`config.mk`:
```
export PLATFORM = sky130hd
export DESIGN_NAME = la_checkpoint_monitor
export DESIGN_NICKNAME = d
export VERILOG_FILES = /design/src/rtl/la_checkpoint_monitor.sv
export SDC_FILE = /design/constraint.sdc
export NUM_CORES = 1
export LEC_CHECK = 0
export ABC_AREA = 0
export BUFFER_PORTS_ARGS = -buffer_cell sky130_fd_sc_hd__buf_4
export CAP_MARGIN = 10
export CORE_MARGIN = 5
export CORE_UTILIZATION = 52
export DETAILED_ROUTE_END_ITERATION = 6
export PLACE_DENSITY = 0.75
export SYNTH_ARGS = -nofsm -noshare
export SYNTH_HDL_FRONTEND = slang
export SYNTH_SLANG_ARGS = --single-unit
```
`constraint.sdc`:
```
create_clock -name core_clk -period 1.8 [get_ports core_clk]
set_input_delay 0.09 -clock core_clk [delete_from_list [all_inputs] [get_ports core_clk]]
set_output_delay 0.09 -clock core_clk [all_outputs]
set_load 0.1 [all_outputs]
```
`src/rtl/la_checkpoint_monitor.sv`:
```
// Decodes firmware checkpoint codes from la_output[31:16]: per-test sequencing, watchdog, sticky flags.
// Optional LA_MON_LOG_EN adds code_log, a history of the last four recognized codes.
module la_checkpoint_monitor #(
    parameter int unsigned TIMEOUT_CYCLES = 300000,
    parameter logic [3:0]  FINAL_ID       = 4'h1
) (
    input  logic        core_clk,
    input  logic        core_rst,
    input  logic [15:0] checkbits,
    input  logic        clear,
    output logic        busy,
    output logic        done,
    output logic        fail,
    output logic        seq_err,
    output logic        timeout,
    output logic [3:0]  fail_id,
`ifdef LA_MON_LOG_EN
    output logic [63:0] code_log,
`endif
    output logic [3:0]  pass_count
);

    // state   | meaning
    // IDLE    | between tests, waiting for a start code
    // RUN     | test cur_id started, waiting for its pass/fail
    // DONE    | pass of FINAL_ID accepted (terminal)
    // FAIL_ST | fail code or sequence error (terminal)
    // TMO     | watchdog expired (terminal)
    localparam logic [2:0] ST_IDLE = 3'd0;
    localparam logic [2:0] ST_RUN  = 3'd1;
    localparam logic [2:0] ST_DONE = 3'd2;
    localparam logic [2:0] ST_FAIL = 3'd3;
    localparam logic [2:0] ST_TMO  = 3'd4;

    localparam int WD_W = $clog2(TIMEOUT_CYCLES + 1);
    localparam logic [WD_W-1:0] WD_LAST = WD_W'(TIMEOUT_CYCLES - 1);

    logic [2:0]      state_q, state_d;
    logic [15:0]     cb_q, checkbits_q2;
    logic [3:0]      cur_id_q, cur_id_d;
    logic [WD_W-1:0] wdog_q, wdog_d;
    logic            busy_q, busy_d;
    logic            done_q, done_d;
    logic            fail_q, fail_d;
    logic            seq_err_q, seq_err_d;
    logic            timeout_q, timeout_d;
    logic [3:0]      fail_id_q, fail_id_d;
    logic [3:0]      pass_count_q, pass_count_d;
    logic [63:0]     code_log_q, code_log_d;

    logic       event_w;
    logic       is_start, is_fail, is_pass, recognized;
    logic       live;
    logic [3:0] code_id;

    assign event_w    = (cb_q != checkbits_q2);
    assign code_id    = cb_q[7:4];
    assign is_start   = (cb_q[15:8] == 8'hA0) && (cb_q[3:0] == 4'h0);
    assign is_fail    = (cb_q[15:8] == 8'hAB) && (cb_q[3:0] == 4'h0);
    assign is_pass    = (cb_q[15:8] == 8'hAB) && (cb_q[3:0] == 4'h1);
    assign recognized = event_w && (is_start || is_fail || is_pass);
    assign live       = (state_q == ST_IDLE) || (state_q == ST_RUN);

    always_comb begin
        state_d      = state_q;
        cur_id_d     = cur_id_q;
        wdog_d       = wdog_q;
        done_d       = done_q;
        fail_d       = fail_q;
        seq_err_d    = seq_err_q;
        timeout_d    = timeout_q;
        fail_id_d    = fail_id_q;
        pass_count_d = pass_count_q;
        code_log_d   = code_log_q;

        if (live && recognized) begin
            code_log_d = {code_log_q[47:0], cb_q};
        end

        case (state_q)
            ST_IDLE: begin
                if (recognized) begin
                    if (is_start) begin
                        state_d  = ST_RUN;
                        cur_id_d = code_id;
                    end else begin
                        state_d   = ST_FAIL;
                        seq_err_d = 1'b1;
                    end
                end
            end
            ST_RUN: begin
                if (recognized) begin
                    if (is_pass && (code_id == cur_id_q)) begin
                        if (pass_count_q != 4'hF) begin
                            pass_count_d = pass_count_q + 4'd1;
                        end
                        state_d = (code_id == FINAL_ID) ? ST_DONE : ST_IDLE;
                    end else if (is_fail && (code_id == cur_id_q)) begin
                        state_d   = ST_FAIL;
                        seq_err_d = 1'b0;
                    end else begin
                        state_d   = ST_FAIL;
                        seq_err_d = 1'b1;
                    end
                end
            end
            default: ;
        endcase

        // Only a terminal-causing event beats the watchdog; a start or mid-run pass is dropped.
        if (live && (wdog_q == WD_LAST) && (state_d != ST_DONE) && (state_d != ST_FAIL)) begin
            state_d      = ST_TMO;
            timeout_d    = 1'b1;
            cur_id_d     = cur_id_q;
            pass_count_d = pass_count_q;
            seq_err_d    = seq_err_q;
        end

        if ((state_d == ST_FAIL) && (state_q != ST_FAIL)) begin
            fail_d    = 1'b1;
            fail_id_d = code_id;
        end
        if (state_d == ST_DONE) begin
            done_d = 1'b1;
        end
        if (live) begin
            wdog_d = wdog_q + 1'b1;
        end
    end

    assign busy_d = (state_d == ST_IDLE) || (state_d == ST_RUN);

    always_ff @(posedge core_clk) begin
        if (core_rst || clear) begin
            state_q      <= ST_IDLE;
            cb_q         <= 16'h0000;
            checkbits_q2 <= 16'h0000;
            cur_id_q     <= 4'h0;
            wdog_q       <= '0;
            busy_q       <= 1'b1;
            done_q       <= 1'b0;
            fail_q       <= 1'b0;
            seq_err_q    <= 1'b0;
            timeout_q    <= 1'b0;
            fail_id_q    <= 4'h0;
            pass_count_q <= 4'h0;
            code_log_q   <= 64'h0;
        end else begin
            state_q      <= state_d;
            cb_q         <= checkbits;
            checkbits_q2 <= cb_q;
            cur_id_q     <= cur_id_d;
            wdog_q       <= wdog_d;
            busy_q       <= busy_d;
            done_q       <= done_d;
            fail_q       <= fail_d;
            seq_err_q    <= seq_err_d;
            timeout_q    <= timeout_d;
            fail_id_q    <= fail_id_d;
            pass_count_q <= pass_count_d;
            code_log_q   <= code_log_d;
        end
    end

    assign busy       = busy_q;
    assign done       = done_q;
    assign fail       = fail_q;
    assign seq_err    = seq_err_q;
    assign timeout    = timeout_q;
    assign fail_id    = fail_id_q;
    assign pass_count = pass_count_q;

`ifdef LA_MON_LOG_EN
    assign code_log = code_log_q;
`else
    // History is tracked unconditionally; without the port it simply has no load.
    logic unused_log;
    assign unused_log = ^code_log_q;
`endif

endmodule
```
Word level (Yosys, flattened, before mapping) --
Index checks and enable logic that the tools add are counted.
Word-level totals: flip-flop bits (word level) 71, output and inout port bits 13
Operators by class: $add $sub $neg 2, eq/ne operators 19, multiplexer cells 13, bitwise logic cells 1, reduce and logical (&&, ||, !) cells 22
Operators with widths (count):
- $add 19x1->19 const B | 1
- $eq 19x19->1 const B | 1
- $eq 8x8->1 const B | 2
- $ne 16x16->1 | 1
- $logic_and 1x1->1 | 10
- $mux 3 | 3
- $ne 3x2->1 const B | 3
- $eq 4x1->1 const B | 2
- $ne 2x2->1 const B | 4
- $eq 3x1->1 const B | 2
- $eq 3x2->1 const B | 2
- $logic_not 3->1 | 2
- $mux 2 | 3
- $pmux 3 s2 | 1
- $reduce_and 6->1 | 1
- $logic_or 1x1->1 | 5
- $mux 1 | 5
- $reduce_and 5->1 | 1
- $add 4x1->4 const B | 1
- $eq 4x4->1 | 1
- $logic_not 4->1 | 1
- $ne 4x4->1 const B | 1
- $reduce_and 4->1 | 1
- $pmux 1 s2 | 1
- other kinds (2) | 2

Depth between registers and ports, before layout --
word-level depth 13, depth in mapped cells 7

Worst setup path before layout --
Ideal clock, no wire load.
kind flip-flop to flip-flop, from register pass_count_q[0], in the netlist pass_count[0], to register pass_count_q[1], in the netlist pass_count[1], setup time 0.127 ns, data arrival time 1.872 ns, path slack -0.199 ns, cell stages (with the launch flop) 7, path buffers 0, clock period less this slack 1.999 ns, path through dfxtp_1 -> ha_1 -> nand3_1 -> o31a_1 -> nand4_4 -> mux2i_1 -> nor2_1
Between the ends: word-level cells in the longest chain between the ends 2, elaborated cells on any way between the ends 3, those cells by class 1 x add/sub; 1 x eq/ne; 1 x reduce/logical
RTL lines:
- start, declared | line 48 | logic [3:0] pass_count_q, pass_count_d;
- start signal, assigned | line 161 | pass_count_q <= pass_count_d;
- branches (longest 2 deep; another with $add 4x1->4)
Several ways; the timed one is not identified. A chain may end at the register's enable or synchronous reset.

Final worst setup path --
from register cb_q[5], to register fail_id_q[2], in the netlist fail_id[2]
Between the ends: word-level cells in the longest chain between the ends 11, elaborated cells on any way between the ends 17, those cells by class 6 x eq/ne; 6 x mux; 5 x reduce/logical
RTL lines:
- start, declared | line 39 | logic [15:0] cb_q, checkbits_q2;
- start signal, assigned | line 151 | cb_q <= checkbits;
- $eq 4x1->1 or $eq 4x4->1 (tied branches) | line 98, 94
- $mux 2 or $logic_and 1x1->1 (tied branches) | line 98, 94
- $mux 2 | line 94 | if (is_pass && (code_id == cur_id_q)) begin
- $mux 3 | line 93 | if (recognized) begin
- $pmux 3 s2 (*) | line 80 | case (state_q)
- $ne 3x2->1 | line 112 | if (live && (wdog_q == WD_LAST) && (state_d != ST_DONE) && (state_d != ST_FAIL)) begin
- $logic_and 1x1->1 (2 in a row) | line 112
- $mux 3 (*) | line 112
- $eq 3x2->1 (*) | line 120 | if ((state_d == ST_FAIL) && (state_q != ST_FAIL)) begin
- $logic_and 1x1->1 (*) | line 120
- end signal, assigned | line 160 | fail_id_q <= fail_id_d;
- end, declared | line 47 | logic [3:0] fail_id_q, fail_id_d;
Mark *: on every way between the ends. The rest lies on a longest branch, timed or not.

==> results.md <==
### Pwr
* maximum ir drop on the vdd rail: 0.000450 V
* switch share: 22.6%
* total power draw: 0.00296 W
* Sequential Power Share: 54.7%
* Lkg Pwr: 1.69 nW
* cell-internal power: 0.00229 W
* relative contribution of combinational cells to total power: 7.1%
* Power Density: 740 nW/um2
* total net switching power: 0.000669 W
* share of total power in the clock network: 38.2%

### Status
* violations in the final reports: negative setup slack
* status: complete, but fails checks

### Synthesis
* library cells used by synthesis: 43
* mean area per synthesized cell: 9.85 um2
* post-synthesis sequential element count: 71
* adder and majority cell fraction of the synthesized area: 0.856%
* simple-gate share of the synthesized area: 27.4%
* ys flop type: sky130_fd_sc_hd__dfxtp_1
* Ys Warns: 0
* Post-synth ARST share: 0%
* number of flops mapped to enable cells by yosys: 0
* gate count after technology mapping: 297
* compound-cell area share of the yosys netlist: 6.97%
* Commonest cells post-synth: sky130_fd_sc_hd__dfxtp_1, sky130_fd_sc_hd__nor2_1, sky130_fd_sc_hd__and2_1
* multiplexer share of the synthesized area: 3.42%
* top cells by area, synth: sky130_fd_sc_hd__dfxtp_1, sky130_fd_sc_hd__xor2_1, sky130_fd_sc_hd__and2_1, sky130_fd_sc_hd__nor2_1, sky130_fd_sc_hd__mux2i_1
* post-synthesis instance area: 2920 um2
* main combinational cell family by area after synthesis: simple AND/OR/NAND/NOR gates
* XOR/XNOR Fraction of Synth Area: 10.8%
* leading cell type by number of instances after synthesis: sky130_fd_sc_hd__dfxtp_1
* most area-hungry cell type in the Yosys netlist: sky130_fd_sc_hd__dfxtp_1
* Post-Synthesis Net Count: 318
* share of the yosys chip area belonging to registers: 48.6%
* share of Yosys cell area claimed by the top area cell type: 48.6%

### Floorplan
* full die area: 7220 um2
* Top Ports: 32
* Core Region: 5470 um2
* initial core utilization: 53.4%
* y dimension of the die: 85.0 um
* Die X-Extent: 85.0 um
* Rows: 27

### Global routing
* number of antenna violations at the first check in global routing: 0
* layer carrying the most global-route usage: met2
* aggregate global routing overflow: 0
* overall fraction of global-route tracks in use: 18.8%
* met3 Use GR: 3.98%
* Global Route met1 Usage: 21.8%
* global routing usage on met2: 32.0%
* pin count of the biggest net entering global routing: 21
* wire length of the first global-routing pass: 10.8 mm
* via count of the first global-routing pass: 2410

### Placed design
* HPWL after detailed placement: 4.33 mm
* area post-placement: 3500 um2
* count of buffers from port buffering: 31
* final weighted congestion in routability-driven placement: 0.825

### Worst setup path
* Crit Path Max Fanout: 6
* launch point of the worst path: cb_q[5]$_SDFF_PP0_
* required time of the critical path: 2.02 ns
* buffers plus inverters on the worst setup path: 0
* top cell family by delay on the critical path: compound AO/OA/AOI/OAI gates
* kind of critical path: register to register
* crit-path cells: or4b_4, a311o_1, o31ai_4, o211ai_4, mux2i_1
* category of the worst setup path launch point: register
* endpoint type of the worst setup path: register
* Data arrival, critical path: 2.26 ns
* critical path's largest stage delay: 0.57 ns
* Max stage delay cell, worst path: sky130_fd_sc_hd__or4b_4
* worst reg2reg path startpoint: cb_q[5]$_SDFF_PP0_

### Detailed routing
* final antenna-violating net count: 0
* total via count after detailed routing: 2395
* final routed wire length divided by cell count: 13.8 um
* iteration-0 DRC count of the detailed router: 109
* drt total wl: 6.39 mm
* number of design rule violations left after detail routing: 0
* Initial DRT Pass Iterations: 4
* Via-to-Cell Ratio: 5.16

### Finish
* FF/Latch Area: 1440 um2
* number of nets at the end of the flow: 408
* Antenna Diode Count: 0
* P&R area growth vs syn: 36.5%
* fraction of layout cells with a size suffix above 1: 31.4%
* Filler Cell Count: 414
* area taken by multi-input logic gates: 1550 um2
* Final Instance Area: 3990 um2

### Timing
* time the worst path needs with I/O delays and setup: 2.04 ns
* worst clock skew: 0.0120 ns
* period utilisation layout: 113%
* relative slew slack: 66.1%
* Final Max Slew Viols: 0
* final hold violation count: 0
* achievable clock frequency: 491 MHz
* worst slew pin tran: 0.508 ns
* Final Worst Setup Slack: -0.238 ns
* setup repair after global routing missed its margin: true
* Finish-stage setup viols: 19

### Run
* Maximum Capacitance Violations: 0

### Worst hold path
* type of the worst min-delay path: input port to register
* worst min-delay path startpoint: core_rst

### Clock tree
* level count of the clock H-tree: 3
* clock insertion delay at the later pin of the skew report: 0.34 ns
* TritonCTS clock tree: built
* clock-pin slew on the worst setup and hold paths: 0.07 ns
* cts bufs inserted: 9
* clk sinks: 71
* Max Root-Sink Buffers: 2
* master cell of the clock root buffer: sky130_fd_sc_hd__clkbuf_8

[per-stage QoR]
stage          cells  setup TNS (ns)  util [%]  setup WS, ns  hold slack (ns)
6_report         464           -2.66      73.0        -0.238           0.0596
2_1_floorplan    297          -0.356         -       -0.0498            0.212
4_1_cts          460           -2.02      71.5        -0.194           0.0490
5_1_grt          464           -4.57      73.0        -0.307           0.0930
3_5_place_dp     427           -2.96      63.9        -0.221            0.294
3_3_place_gp     427           -2.36      63.9        -0.176            0.291
[cell usage in the layout (no fill, tap or decap), types with 4 or more instances in the layout]
cell and instances:
sky130_fd_sc_hd__dlygate4sd3_1 16, sky130_fd_sc_hd__dfxtp_1 59, sky130_fd_sc_hd__o21ai_0 7, sky130_fd_sc_hd__nand3_1 6, sky130_fd_sc_hd__or3_1 5, sky130_fd_sc_hd__buf_6 4, sky130_fd_sc_hd__nand2_1 21, sky130_fd_sc_hd__nand4_1 11
sky130_fd_sc_hd__xnor2_1 8, sky130_fd_sc_hd__and2_1 30, sky130_fd_sc_hd__nor2_1 28, sky130_fd_sc_hd__xor2_1 26, sky130_fd_sc_hd__a21oi_1 8, sky130_fd_sc_hd__mux2i_1 10, sky130_fd_sc_hd__inv_1 7, sky130_fd_sc_hd__clkbuf_8 11
sky130_fd_sc_hd__buf_4 67, sky130_fd_sc_hd__dfxtp_2 10
[worst min-delay path, delay by kind of cell]
family                 cells  cell delay [ns]
AO/OA/AOI/OAI              1             0.09
AND/OR/NAND/NOR            1             0.09
buffers and inverters      1             0.09
[layer usage]
metal / up-vias / part of all wire (%) / routed length, um
li1: 1205 / - / -
met1: 1121 / 43 / 2750
met2: 56 / 50 / 3180
met3: 13 / 4.5 / 285
met4: 0 / 2.6 / 164
met5: - / 0 / 0
[path summary, 6_finish.rpt]
check	endpoint	cells after the start	slack [ns]
max	fail_id[2]$_SDFFE_PP0P_	5	-0.24
min	busy$_SDFF_PP1_	3	0.06
max reg2reg	fail_id[2]$_SDFFE_PP0P_	5	-0.24
min reg2reg	fail$_SDFFE_PP0P_	2	0.45
[cell type report]
| class | instances | share of cell area, % |
|---|---|---|
| tap | 72 | 2.26 |
| inverter | 7 | 0.658 |
| timing repair buffer | 87 | 17.7 |
| sequential | 71 | 36.1 |
| clock buffer | 13 | 3.98 |
| multi-input combinational | 211 | 38.8 |
| clock inverter | 3 | 0.439 |
[sequential cells by signal, indices dropped and copies added (netlist names), 3 cells and up]
signal        flops
wdog_q           19
cb_q             16
checkbits_q2     16
cur_id_q          4
fail_id           4
pass_count        4
state_q           3
[logic make-up (layout without fill, tap and decap cells)]
group | count (synthesis) | in the layout
flops | 71 | 71
mux | 10 | 10
fa+ha+maj | 2 | 2
buf+inv | 15 | 110
simple gates | 136 | 136
xor+xnor | 36 | 36
compound gates | 27 | 27
[power groups by stage]
stage	combinational, W	sequential, W	clock (W)
2_1_floorplan	0.0000832	0.00165	0
3_3_place_gp	0.000161	0.00165	0
3_5_place_dp	0.000164	0.00165	0
4_1_cts	0.000202	0.00162	0.00115
5_1_grt	0.000229	0.00162	0.00123
6_report	0.000209	0.00162	0.00113
[what timing repair did]
item                                   in CTS  in global routing
setup endpoints to repair                  19                 25
endpoints found under the hold margin      16                  0
hold buffers                               16                  0
setup buffers                               1                  4
gates resized for setup                    22                 11
pin swaps                                  11                  4
(Power assumes the default switching activity.)
